### src/rtl/march_bist_engine.sv
// march_bist_engine: March C- memory BIST sequencer for one single-port
// synchronous memory, run over one or two data backgrounds
// (bg0 = all zeros, bg1 = checkerboard with bit i set for even i).
//
// Ports:
//   clk, rst      rising-edge clock, synchronous active-high reset
//   start         run request, accepted only in IDLE/DONE
//   mem_addr      memory address
//   mem_wdata     memory write data
//   mem_we        one-cycle write strobe
//   mem_re        one-cycle read strobe
//   mem_rdata     read data, valid READ_LAT cycles after mem_re
//   busy          run in progress
//   done          run finished, held until the next start or rst
//   fail          sticky miscompare flag for the current run
//   fail_count    saturating miscompare count for the current run
//
// Optional build macro BIST_FAIL_CAPTURE_EN adds fail_addr, fail_elem,
// fail_bg, fail_expected and fail_actual, which hold the first miscompare
// of a run.
module march_bist_engine #(
  parameter int a_width    = 4,
  parameter int width      = 4,
  parameter int READ_LAT   = 1,
  parameter int NUM_BG     = 1,
  parameter int FAIL_CNT_W = 8
) (
  input  logic                  clk,
  input  logic                  rst,
  input  logic                  start,
  output logic [a_width-1:0]    mem_addr,
  output logic [width-1:0]      mem_wdata,
  output logic                  mem_we,
  output logic                  mem_re,
  input  logic [width-1:0]      mem_rdata,
  output logic                  busy,
  output logic                  done,
  output logic                  fail,
`ifdef BIST_FAIL_CAPTURE_EN
  output logic [a_width-1:0]    fail_addr,
  output logic [2:0]            fail_elem,
  output logic                  fail_bg,
  output logic [width-1:0]      fail_expected,
  output logic [width-1:0]      fail_actual,
`endif
  output logic [FAIL_CNT_W-1:0] fail_count
);

  typedef enum logic [1:0] {IDLE, OP, RD_WAIT, DONE} state_t;

  function automatic logic [width-1:0] checker_pat();
    logic [width-1:0] p;
    p = '0;
    for (int unsigned i = 0; i < width; i += 2) p[i] = 1'b1;
    return p;
  endfunction

  localparam logic [width-1:0]   CHECKER   = checker_pat();
  localparam logic [a_width-1:0] ADDR_MAX  = '1;
  localparam logic               LAST_BG   = (NUM_BG > 1);
  localparam logic [1:0]         WAIT_LAST = 2'(READ_LAT - 1);

  // Data for an op: write data for writes, expected data for reads.
  function automatic logic [width-1:0] op_data(input logic bg, input logic [2:0] elem,
                                               input logic rd);
    logic [width-1:0] pat;
    logic             inv;
    pat = bg ? CHECKER : '0;
    inv = rd ? (elem == 3'd2 || elem == 3'd4) : (elem == 3'd1 || elem == 3'd3);
    return inv ? ~pat : pat;
  endfunction

  state_t           state;
  logic             bg_q;
  logic [2:0]       elem_q;
  logic             op_q;      // 0 = first op of the element, 1 = trailing write
  logic [1:0]       wait_q;
  logic [width-1:0] exp_q;

  logic             elem_down;
  logic             step;
  logic             run_end;
  logic             nxt_bg;
  logic [2:0]       nxt_elem;
  logic             nxt_op;
  logic [a_width-1:0] nxt_addr;
  logic             nxt_rd;
  logic [width-1:0] nxt_data;

  // Position of the op that follows the current one; mem_addr doubles as
  // the address counter so the driven address is always the march position.
  always_comb begin
    elem_down = (elem_q == 3'd3 || elem_q == 3'd4);
    step      = (state == OP && !mem_re) || (state == RD_WAIT && wait_q == WAIT_LAST);
    nxt_bg    = bg_q;
    nxt_elem  = elem_q;
    nxt_op    = 1'b0;
    nxt_addr  = mem_addr;
    run_end   = 1'b0;
    if (!op_q && elem_q != 3'd0 && elem_q != 3'd5) begin
      nxt_op = 1'b1;
    end else if (mem_addr != (elem_down ? '0 : ADDR_MAX)) begin
      nxt_addr = elem_down ? mem_addr - a_width'(1) : mem_addr + a_width'(1);
    end else if (elem_q != 3'd5) begin
      nxt_elem = elem_q + 3'd1;
      nxt_addr = (elem_q == 3'd2 || elem_q == 3'd3) ? ADDR_MAX : '0;
    end else if (bg_q != LAST_BG) begin
      nxt_bg   = 1'b1;
      nxt_elem = 3'd0;
      nxt_addr = '0;
    end else begin
      run_end = 1'b1;
    end
    nxt_rd   = !nxt_op && nxt_elem != 3'd0;
    nxt_data = op_data(nxt_bg, nxt_elem, nxt_rd);
  end

  always_ff @(posedge clk) begin
    if (rst) begin
      state      <= IDLE;
      mem_addr   <= '0;
      mem_wdata  <= '0;
      mem_we     <= 1'b0;
      mem_re     <= 1'b0;
      busy       <= 1'b0;
      done       <= 1'b0;
      fail       <= 1'b0;
      fail_count <= '0;
      bg_q       <= 1'b0;
      elem_q     <= '0;
      op_q       <= 1'b0;
      wait_q     <= '0;
      exp_q      <= '0;
`ifdef BIST_FAIL_CAPTURE_EN
      fail_addr     <= '0;
      fail_elem     <= '0;
      fail_bg       <= 1'b0;
      fail_expected <= '0;
      fail_actual   <= '0;
`endif
    end else begin
      mem_we <= 1'b0;
      mem_re <= 1'b0;
      case (state)
        IDLE, DONE: begin
          if (start) begin
            state      <= OP;
            busy       <= 1'b1;
            done       <= 1'b0;
            fail       <= 1'b0;
            fail_count <= '0;
            bg_q       <= 1'b0;
            elem_q     <= '0;
            op_q       <= 1'b0;
            mem_addr   <= '0;
            mem_wdata  <= '0;
            mem_we     <= 1'b1;
            exp_q      <= '0;
`ifdef BIST_FAIL_CAPTURE_EN
            fail_addr     <= '0;
            fail_elem     <= '0;
            fail_bg       <= 1'b0;
            fail_expected <= '0;
            fail_actual   <= '0;
`endif
          end
        end
        OP: begin
          if (mem_re) begin
            state  <= RD_WAIT;
            wait_q <= '0;
          end
        end
        RD_WAIT: begin
          wait_q <= wait_q + 2'd1;
          if (wait_q == WAIT_LAST && mem_rdata != exp_q) begin
            fail <= 1'b1;
            if (fail_count != '1) fail_count <= fail_count + FAIL_CNT_W'(1);
`ifdef BIST_FAIL_CAPTURE_EN
            if (!fail) begin
              fail_addr     <= mem_addr;
              fail_elem     <= elem_q;
              fail_bg       <= bg_q;
              fail_expected <= exp_q;
              fail_actual   <= mem_rdata;
            end
`endif
          end
        end
        default: state <= IDLE;
      endcase

      // Writes and completed reads share one advance path.
      if (step) begin
        if (run_end) begin
          state <= DONE;
          busy  <= 1'b0;
          done  <= 1'b1;
        end else begin
          state    <= OP;
          bg_q     <= nxt_bg;
          elem_q   <= nxt_elem;
          op_q     <= nxt_op;
          mem_addr <= nxt_addr;
          mem_we   <= !nxt_rd;
          mem_re   <= nxt_rd;
          exp_q    <= nxt_data;
          if (!nxt_rd) mem_wdata <= nxt_data;
        end
      end
    end
  end

endmodule

### config.mk
export PLATFORM = sky130hd
export DESIGN_NAME = march_bist_engine
export DESIGN_NICKNAME = d
export VERILOG_FILES = /design/src/rtl/march_bist_engine.sv
export SDC_FILE = /design/constraint.sdc
export NUM_CORES = 1
export LEC_CHECK = 0
export CAP_MARGIN = 20
export CORE_MARGIN = 2
export CORE_UTILIZATION = 41
export CTS_CLUSTER_SIZE = 10
export DETAILED_ROUTE_END_ITERATION = 10
export PLACE_DENSITY = 0.65
export SLEW_MARGIN = 20
export SYNTH_ARGS = -nofsm -noshare
export SYNTH_HDL_FRONTEND = slang
export SYNTH_SLANG_ARGS = --single-unit
### constraint.sdc
create_clock -name clk -period 3.45 [get_ports clk]
set_input_delay 0.5175 -clock clk [delete_from_list [all_inputs] [get_ports clk]]
set_output_delay 0.5175 -clock clk [all_outputs]
set_load 0.05 [all_outputs]
; ---- Yosys cells after proc, flatten, opt, wreduce, memory -nomap -nowiden
; Index checks and enable logic that the tools add are counted.
[totals]
rom_bits = 0
reg_bits = 34
latchBits = 0
word_cells = 146
n_memories = 0
ram_bits = 0
in_bits = 7
[classes]
n_reduce_logical = 29
n_lt_le_gt_ge = 0
n_bitwise = 2
n_eq_ne = 22
div_mod_pow = 0
addsub = 5
multipliers = 0
muxes = 74
n_shift = 0
[op_table]
columns = op, n
row1 = $mux W4, 21
row2 = $mux W1, 32
row3 = $mux W3, 9
row4 = $mux W8, 3
row5 = $pmux W8 S2, 1
row6 = $eq A3 B2 Y1 const B, 4
row7 = $ne A3 B3 Y1 const B, 4
row8 = $mux W2, 5
row9 = $reduce_bool A3 Y1, 3
row10 = $add A8 B1 Y8 const B, 1
row11 = $ne A4 B4 Y1, 2
row12 = $ne A8 B8 Y1 const B, 1
row13 = $pmux W2 S2, 2
row14 = $eq A3 B3 Y1 const B, 2
row15 = $logic_and A1 B1 Y1, 6
row16 = $reduce_and A3 Y1, 2
row17 = $logic_or A1 B1 Y1, 5
row18 = $ne A5 B2 Y1 const B, 1
row19 = $add A4 B1 Y4 const B, 1
row20 = $eq A2 B2 Y1 const B, 2
row21 = $logic_not A1 Y1, 4
row22 = $logic_not A2 Y1, 2
row23 = $ne A2 B1 Y1 const B, 2
row24 = $ne A2 B2 Y1 const B, 2
row25 = 13 further kinds, 15

; ---- Longest topological paths before layout
; Gate-level depths: netlist of the first run.
[depth]
ltp_word = 13
depth_mapped = 11
depth_no_buf = 10

; ---- Least setup slack after synthesis of the first run
; Ideal clock, no wire load.
[synth_timing]
path_type = flip-flop to flip-flop
start = register elem_q[0]
end = register exp_q[0]
path_slack_ps = 462
path_buffers = 0
setup_ps = 135
stages_incl_launch_ff = 11
required_ps = 3315
t_arrival_ps = 2853
path_cell_list = dfxtp_1 > inv_1 > ha_1 > mux2i_2 > inv_1 > ha_1 > nand4_1 > mux2_4 > or4_4 > a32oi_2 > o21ai_0
[synth_via]
elab_chain_len = 12
[synth_rtl]
columns = item, line
row1 = from (decl), 75  ; logic [2:0] elem_q;
row2 = from (signal assigned), 202  ; elem_q <= nxt_elem;
row3 = $eq A3 B2 Y1 / $eq A3 B3 Y1 (equally long branches), 93  ; elem_down = (elem_q == 3'd3 || elem_q == 3'd4);
row4 = $logic_or A1 B1 Y1, 93
row5 = $mux W4, 102  ; end else if (mem_addr != (elem_down ? '0 : ADDR_MAX)) begin
row6 = $ne A4 B4 Y1, 102
row7 = $mux W3, 102
row8 = $mux W3, 100  ; if (!op_q && elem_q != 3'd0 && elem_q != 3'd5) begin
row9 = "$eq A3 B1 Y1, or another cell as far along", 69  ; inv = rd ? (elem == 3'd2 || elem == 3'd4) : (elem == 3'd1 || elem == 3'd3);
row10 = $logic_or A1 B1 Y1 / $logic_and A1 B1 Y1 (equally long branches), "69, 114"
row11 = $mux W1, 69
row12 = $mux W4, 70  ; return inv ? ~pat : pat;
row13 = $mux W4 *, 195  ; if (run_end) begin
row14 = $mux W4 *, 194  ; if (step) begin
row15 = to (signal assigned), 207  ; exp_q <= nxt_data;
row16 = to (decl), 78  ; logic [width-1:0] exp_q;
; Every way passes the cells marked *; elsewhere a longest branch is shown, timed or not.
; A chain may end at the register's enable or synchronous reset.

; ---- Worst setup path after layout of the first run
[layout_timing]
start = register elem_q[0]
end = register exp_q[3]
; The elaborated chain is that of the path after synthesis.

==> results of run 1 <==
==> routing by layer <==
layer | up-vias | GRT usage, % | wire length (um) | part of all wire [%]
met1 | 836 | 24.0 | 2130 | 49
li1 | 923 | - | - | -
met4 | 0 | 6.58 | 56 | 1.3
met2 | 45 | 27.0 | 1990 | 46
met5 | - | 0 | 0 | 0
met3 | 6 | 4.14 | 183 | 4.2
==> sequential cells by signal (all words and copies together) (netlist names) <==
name / count
fail_count: 8
exp_q: 4
mem_addr: 4
mem_wdata: 4
elem_q: 3
state: 2
wait_q: 2
busy: 1
done: 1
fail: 1
mem_re: 1
mem_we: 1
op_q: 1
==> cells by family (layout without fill, tap and decap cells) <==
group | after synthesis | count (layout)
adders and majority gates | 12 | 12
xor gates and xnor gates | 7 | 7
and+or+nand+nor | 92 | 92
muxes | 6 | 6
buffers and inverters | 24 | 49
DFF | 33 | 33
AOI/OAI and AO/OA | 66 | 66
==> stage by stage <==
| stage | util, % | power (mW) | worst slack [ns] | instances |
|---|---|---|---|---|
| 3_3_place_gp | 48.7 | 1.06 | 0.525 | 312 |
| 5_1_grt | 50.7 | 1.46 | 0.155 | 319 |
| 6_report | 50.7 | 1.36 | 0.355 | 319 |
| 4_1_cts | 50.7 | 1.37 | 0.407 | 319 |
| 2_1_floorplan | - | 0.912 | 0.462 | 240 |
| 3_5_place_dp | 48.7 | 1.07 | 0.412 | 312 |
==> layout make-up <==
class | count | area (um2) | share of cell area (%)
Clock inverter | 1 | 7.51 | 0.318
Tap cell | 54 | 67.6 | 2.86
Inverter | 12 | 45.0 | 1.91
Clock buffer | 6 | 82.6 | 3.50
Sequential cell | 33 | 661 | 28.0
Multi-Input combinational cell | 183 | 1200 | 51.0
Timing Repair Buffer | 30 | 293 | 12.4
==> cell usage in the layout (no fill, tap or decap), drive strengths merged, types with 2 or more instances in the layout <==
master and count:
inv 12, nor2 18, a31oi 3, a21oi 19, o41ai 2, a21o 2
nand3 13, nor3 5, dfxtp 33, o32ai 3, or3 3, buf 3
nand2b 8, xnor2 3, clkdlybuf4s50 27, or4 4, a311oi 3, xor2 4
nor4 3, nand4 4, o21ai 19, o21a 3, and3 2, ha 11
o31ai 2, a32oi 2, clkbuf 6, nand2 22, and2 5, mux2i 5
==> power by group <==
part | switching [mW] | internal (mW)
Combinational | 0.414 | 0.194
Clock | 0.136 | 0.158
Sequential | 0.0379 | 0.421
==> worst min-delay path by stage <==
stage            startpoint           end  slack (ns)  depth (start not counted)
2_1_floorplan     wait_q[0]     wait_q[0]        0.45                          2
3_3_place_gp   mem_wdata[2]  mem_wdata[2]        0.45                          2
3_5_place_dp   mem_wdata[3]  mem_wdata[3]        0.45                          2
4_1_cts        mem_wdata[3]  mem_wdata[3]        0.46                          2
5_1_grt        mem_wdata[3]  mem_wdata[3]        0.49                          2
6_report       mem_wdata[3]  mem_wdata[3]        0.46                          2
==> worst register-to-register path: stages (launching register included) <==
cell	delay, ns
sky130_fd_sc_hd__dfxtp_1	0.50
sky130_fd_sc_hd__inv_1	0.15
sky130_fd_sc_hd__ha_1	0.25
sky130_fd_sc_hd__mux2i_2	0.17
sky130_fd_sc_hd__inv_1	0.08
sky130_fd_sc_hd__ha_1	0.39
sky130_fd_sc_hd__nand4bb_1	0.15
sky130_fd_sc_hd__mux2_4	0.36
sky130_fd_sc_hd__or4_4	0.51
sky130_fd_sc_hd__a32oi_2	0.28
sky130_fd_sc_hd__o21ai_0	0.11
==> impl_metrics.yaml, run 1 <==
outcome:
  run_status: "complete, no violations"
sta:
  hold_ws_ns: 0.456
  finClkSkew_ns: 0.00838
  tightest_slew_ns: 0.586
  slew_headroom_pct: 60.5
  final-hold-violation-count: 0
  setup-violations-final: 0
  final.period_utilization_pct: 89.7
  fin_crit_ns: 3.09
  timing.final.max_slew_violations: 0
  fmax_mhz: 323
  rsz_0062_raised_after_global_routing: "no"
  setup_total_negative_slack_ns: 0
worst_setup_path:
  setup.reg_to_reg.worst_slack_ns: 0.36
  worstReg2RegEnd: "exp_q[3]"
  critPathMaxFanout: 13
  required_ns: 3.60
  max_stage_delay_ns: 0.51
  worst_setup_sp: "elem_q[0]"
  critical_path.n_buffers_inverters: 2
  timing.rr.start: "elem_q[0]"
  reg2reg_depth: 10
  endpoint_kind: "register"
  crit_path_cell_trace: "inv_1 -> ha_1 -> mux2i_2 -> inv_1 -> ha_1 -> nand4bb_1 -> mux2_4 -> or4_4 -> a32oi_2 -> o21ai_0"
  worst_endpoint_data_arrival_time_ns: 3.24
  critical_path.endpoint: "exp_q[3]"
  criticalPathCategory: "register to register"
  critPathLaunchType: "register"
  worst_path_max_delay_cell: "sky130_fd_sc_hd__or4_4"
  largest_delay_contributor_family_on_the_critical_path: "simple AND/OR/NAND/NOR gates"
  path_depth: 10
route:
  vias_per_cell: 5.67
  drt_pass1_iterations: 4
  initialDrtViolationCount: 103
  drtAntennaViolNets: 0
  wl_mm: 4.36
  via_count: 1810
  drcViolationCount: 0
  wire_per_inst_um: 13.7
placement:
  routabilityCongestion: 0.926
  portBuffers: 27
  area_of_placed_instances_um2: 2270
  dp.final_hpwl_mm: 3.28
run:
  cap_viol_max_count: 0
synth:
  synth-main-ff-cell: "sky130_fd_sc_hd__dfxtp_1"
  synth-compound-area-share_pct: 22.5
  ys_ff_latch: 33
  yosys.area_share.adder_pct: 8.03
  synth.yosys.seq_area_share_pct: 33.6
  synth_area_um2: 1960
  synthTopCellsByArea: "sky130_fd_sc_hd__dfxtp_1 (34%), sky130_fd_sc_hd__ha_1 (7.0%), sky130_fd_sc_hd__a21oi_1 (4.8%)"
  yosysTopAreaCell: "sky130_fd_sc_hd__dfxtp_1"
  postSynthNetCount: 259
  syn_inst: 240
  post_synth_most_frequent_cells: "sky130_fd_sc_hd__dfxtp_1 (33), sky130_fd_sc_hd__nand2_1 (22), sky130_fd_sc_hd__a21oi_1 (19), sky130_fd_sc_hd__o21ai_0 (19), sky130_fd_sc_hd__nor2_1 (18)"
  synth.area.mux_share_pct: 3.50
  syn-mean-instance-area_um2: 8.18
  synthDominantCellAreaShare_pct: 33.6
  largest_family_of_logic_cells_by_synthesized_area: "simple AND/OR/NAND/NOR gates"
  ys_warn_count: 0
  yosys.cell_count.top_type: "sky130_fd_sc_hd__dfxtp_1"
  synth_edf_count: 0
  ys_types: 52
  yosys.area_share.xor_xnor_pct: 3.12
  postSynth.asyncResetShare_pct: 0
  synth-simple-area-share_pct: 24.2
cts:
  post_cts_resize_count: 0
  numClockSinks: 33
  post_cts_buffers: 0
  cts_hold_buf: 0
  clockBufferDepth: 2
  cts-root-buf: "sky130_fd_sc_hd__clkbuf_8"
  cts_tree: "done"
  clock_insertion_delay_worst_skew_ns: 0.28
  numCtsBuffers: 5
  clock_transition_at_the_registers_of_the_reported_paths_ns: 0.07
  h-tree-depth: 2
finish:
  fin_area_um2: 2360
  number_of_antenna_cells_inserted: 0
  area_growth_synth_to_finish_pct: 20.2
  final_layout_size_suffix_gt1_share_pct: 6.79
  nFillCells: 453
  design.final.nets: 284
floorplan:
  fp-row-count: 25
  floorplan.die.height_um: 73.2
  fp.dieW_um: 73.2
  core_area_um2: 4660
  io_pins: 28
  initial_core_util_pct: 42.1
  fp.dieArea_um2: 5360
global_route:
  maximum_number_of_pins_on_one_net_before_global_route_repair: 21
  first_pass_grt_wire_length_mm: 7.42
  grt.overflow.total: 0
  grt_use_total_pct: 17.6
  grt_antenna_before_repair: 0
  first_global_vias: 1609
power:
  leakage_power_nw: 0.852
  peakVddDrop_mv: 0.207
  cellPowerDensity_nw_per_um2: 576
min_path:
  worstHoldPathType: "register to register"
Note: power is estimated with default switching activity, not from simulation.
==> run 2: changes to the inputs <==
CTS_BUF_LIST = sky130_fd_sc_hd__clkbuf_16   (was unset)
CTS_CLUSTER_SIZE = 12   (was 10)
==> impl_metrics.yaml, run 2 (synthesis gave the netlist of run 1 again) <==
outcome:
  run_status: "complete, no violations"
power:
  peakVddDrop_mv: 0.209
  p_int_uw: 875
  leakage_power_nw: 0.872
  power.sequential.fraction_pct: 31.1
  netSwitchingPower_uw: 604
  netSwitchingFraction_pct: 40.8
  p_clk_share_pct: 27.8
  cellPowerDensity_nw_per_um2: 615
  pwr-share-comb_pct: 41.1
min_path:
  min-delay-start: "mem_wdata[3]"
  worstHoldEndpoint: "mem_wdata[3]"
  worstHoldPathType: "register to register"
  hold_path_depth: 2
run:
  cap_viol_max_count: 0
floorplan:
  io_pins: 28
  fp.dieW_um: 73.2
  fp-row-count: 25
  initial_core_util_pct: 42.1
  floorplan.die.height_um: 73.2
  core_area_um2: 4660
  fp.dieArea_um2: 5360
finish:
  fin_cells: 319
  commonest_non_fill_non_tap_cell_in_the_layout: "sky130_fd_sc_hd__dfxtp_1"
  largest_register_ffs: 8
  final_layout_size_suffix_gt1_share_pct: 6.42
  area_growth_synth_to_finish_pct: 22.5
  design.final.nets: 284
  largest-register: "fail_count"
  layout_common_cells: "sky130_fd_sc_hd__dfxtp_1 (33), sky130_fd_sc_hd__clkdlybuf4s50_1 (27), sky130_fd_sc_hd__nand2_1 (22), sky130_fd_sc_hd__a21oi_1 (19), sky130_fd_sc_hd__o21ai_0 (19)"
  number_of_antenna_cells_inserted: 0
cts:
  clock_insertion_delay_worst_skew_ns: 0.27
  clock_transition_at_the_registers_of_the_reported_paths_ns: 0.05
  cts-root-buf: "sky130_fd_sc_hd__clkbuf_16"
  clockBufferDepth: 2
  cts_hold_buf: 0
  numCtsBuffers: 5
  h-tree-depth: 2
  numClockSinks: 33
  cts_tree: "done"
  post_cts_resize_count: 0
  post_cts_buffers: 0
route:
  drt_pass1_iterations: 4
  vias_per_cell: 5.58
  wire_per_inst_um: 13.7
  drcViolationCount: 0
  drtAntennaViolNets: 0
  via_count: 1780
  initialDrtViolationCount: 112
  wl_mm: 4.37
worst_setup_path:
  critPathLaunchType: "register"
  worst_endpoint_data_arrival_time_ns: 3.22
  criticalPathCategory: "register to register"
  worstReg2RegEnd: "exp_q[3]"
  required_ns: 3.59
  reg2reg_depth: 10
  timing.rr.start: "elem_q[0]"
  setup.reg_to_reg.worst_slack_ns: 0.37
  critPathMaxFanout: 13
  endpoint_kind: "register"
sta:
  setup_total_negative_slack_ns: 0
  fin_crit_ns: 3.08
  rsz_0062_raised_after_global_routing: "no"
  tightest_slew_ns: 0.615
  slew_headroom_pct: 58.6
  fmax_mhz: 325
  setup-violations-final: 0
  timing.final.max_slew_violations: 0
  fin_ws_ns: 0.372
  finClkSkew_ns: 0.00580
  final.period_utilization_pct: 89.2
  final-hold-violation-count: 0
global_route:
  first_global_vias: 1610
  grt_use_total_pct: 17.8
  first_pass_grt_wire_length_mm: 7.50
  maximum_number_of_pins_on_one_net_before_global_route_repair: 21
  grt_antenna_before_repair: 0
  grt.overflow.total: 0
placement:
  place_inst: 312
  portBuffers: 27
  routabilityCongestion: 0.926
  dp.final_hpwl_mm: 3.28
  detailedPlace.worstSlack_ns: 0.412
==> run 2: cell count changes in the layout (fill, tap and decap cells not counted), sizes merged <==
cell	change
clkbuf	-1
clkinv	+1
==> run 2: cell type report <==
class / count / area, um2
Tap cell: 54 / 67.6
Fill cell: 450 / 2250
Clock buffer: 5 / 125
Inverter: 12 / 45.0
Clock inverter: 2 / 11.3
Sequential cell: 33 / 661
Multi-Input combinational cell: 183 / 1200
Timing Repair Buffer: 30 / 293
==> run 2: worst max-delay path by stage <==
stage               from      endpoint  slack (ns)
2_1_floorplan  elem_q[0]      exp_q[0]        0.46
3_3_place_gp   elem_q[0]      exp_q[0]        0.52
3_5_place_dp   elem_q[0]      exp_q[3]        0.41
4_1_cts        elem_q[0]      exp_q[3]        0.41
5_1_grt        elem_q[0]  mem_wdata[1]        0.16
6_report       elem_q[0]      exp_q[3]        0.37
==> run 2: per-stage QoR <==
step                      hold WS [ns]  power (mW)  cell area [um2]  util, %
after CTS                        0.458        1.49             2410     51.7
after global placement           0.447        1.06             2270     48.7
after floorplan                  0.452       0.912             1960        -
after global routing             0.482        1.58             2410     51.7
final                            0.454        1.48             2410     51.7
after detailed placement         0.450        1.07             2270     48.7
==> run 2: worst max-delay path, cell delays in order, from the launching register on <==
cell                        delay, ns
sky130_fd_sc_hd__dfxtp_1         0.50
sky130_fd_sc_hd__inv_1           0.14
sky130_fd_sc_hd__ha_1            0.25
sky130_fd_sc_hd__mux2i_2         0.17
sky130_fd_sc_hd__inv_1           0.08
sky130_fd_sc_hd__ha_1            0.39
sky130_fd_sc_hd__nand4bb_1       0.15
sky130_fd_sc_hd__mux2_4          0.36
sky130_fd_sc_hd__or4_4           0.51
sky130_fd_sc_hd__a32oi_2         0.28
sky130_fd_sc_hd__o21ai_0         0.11
==> run 2: routing by layer <==
layer | track usage (%) | routed length (um) | vias to the layer above | part of all wire [%]
met3 | 4.14 | 203 | 6 | 4.6
met2 | 27.4 | 2000 | 45 | 46
met5 | 0 | 0 | - | 0
met1 | 24.1 | 2110 | 808 | 48
met4 | 6.58 | 55 | 0 | 1.3
li1 | - | - | 921 | -
==> run 2: power by group through the flow <==
stage	registers, mW	clock network, mW	logic, mW
after global routing	0.464	0.441	0.680
final	0.460	0.411	0.608
after CTS	0.459	0.426	0.606
after detailed placement	0.466	0	0.605
after global placement	0.465	0	0.599
after floorplan	0.531	0	0.381
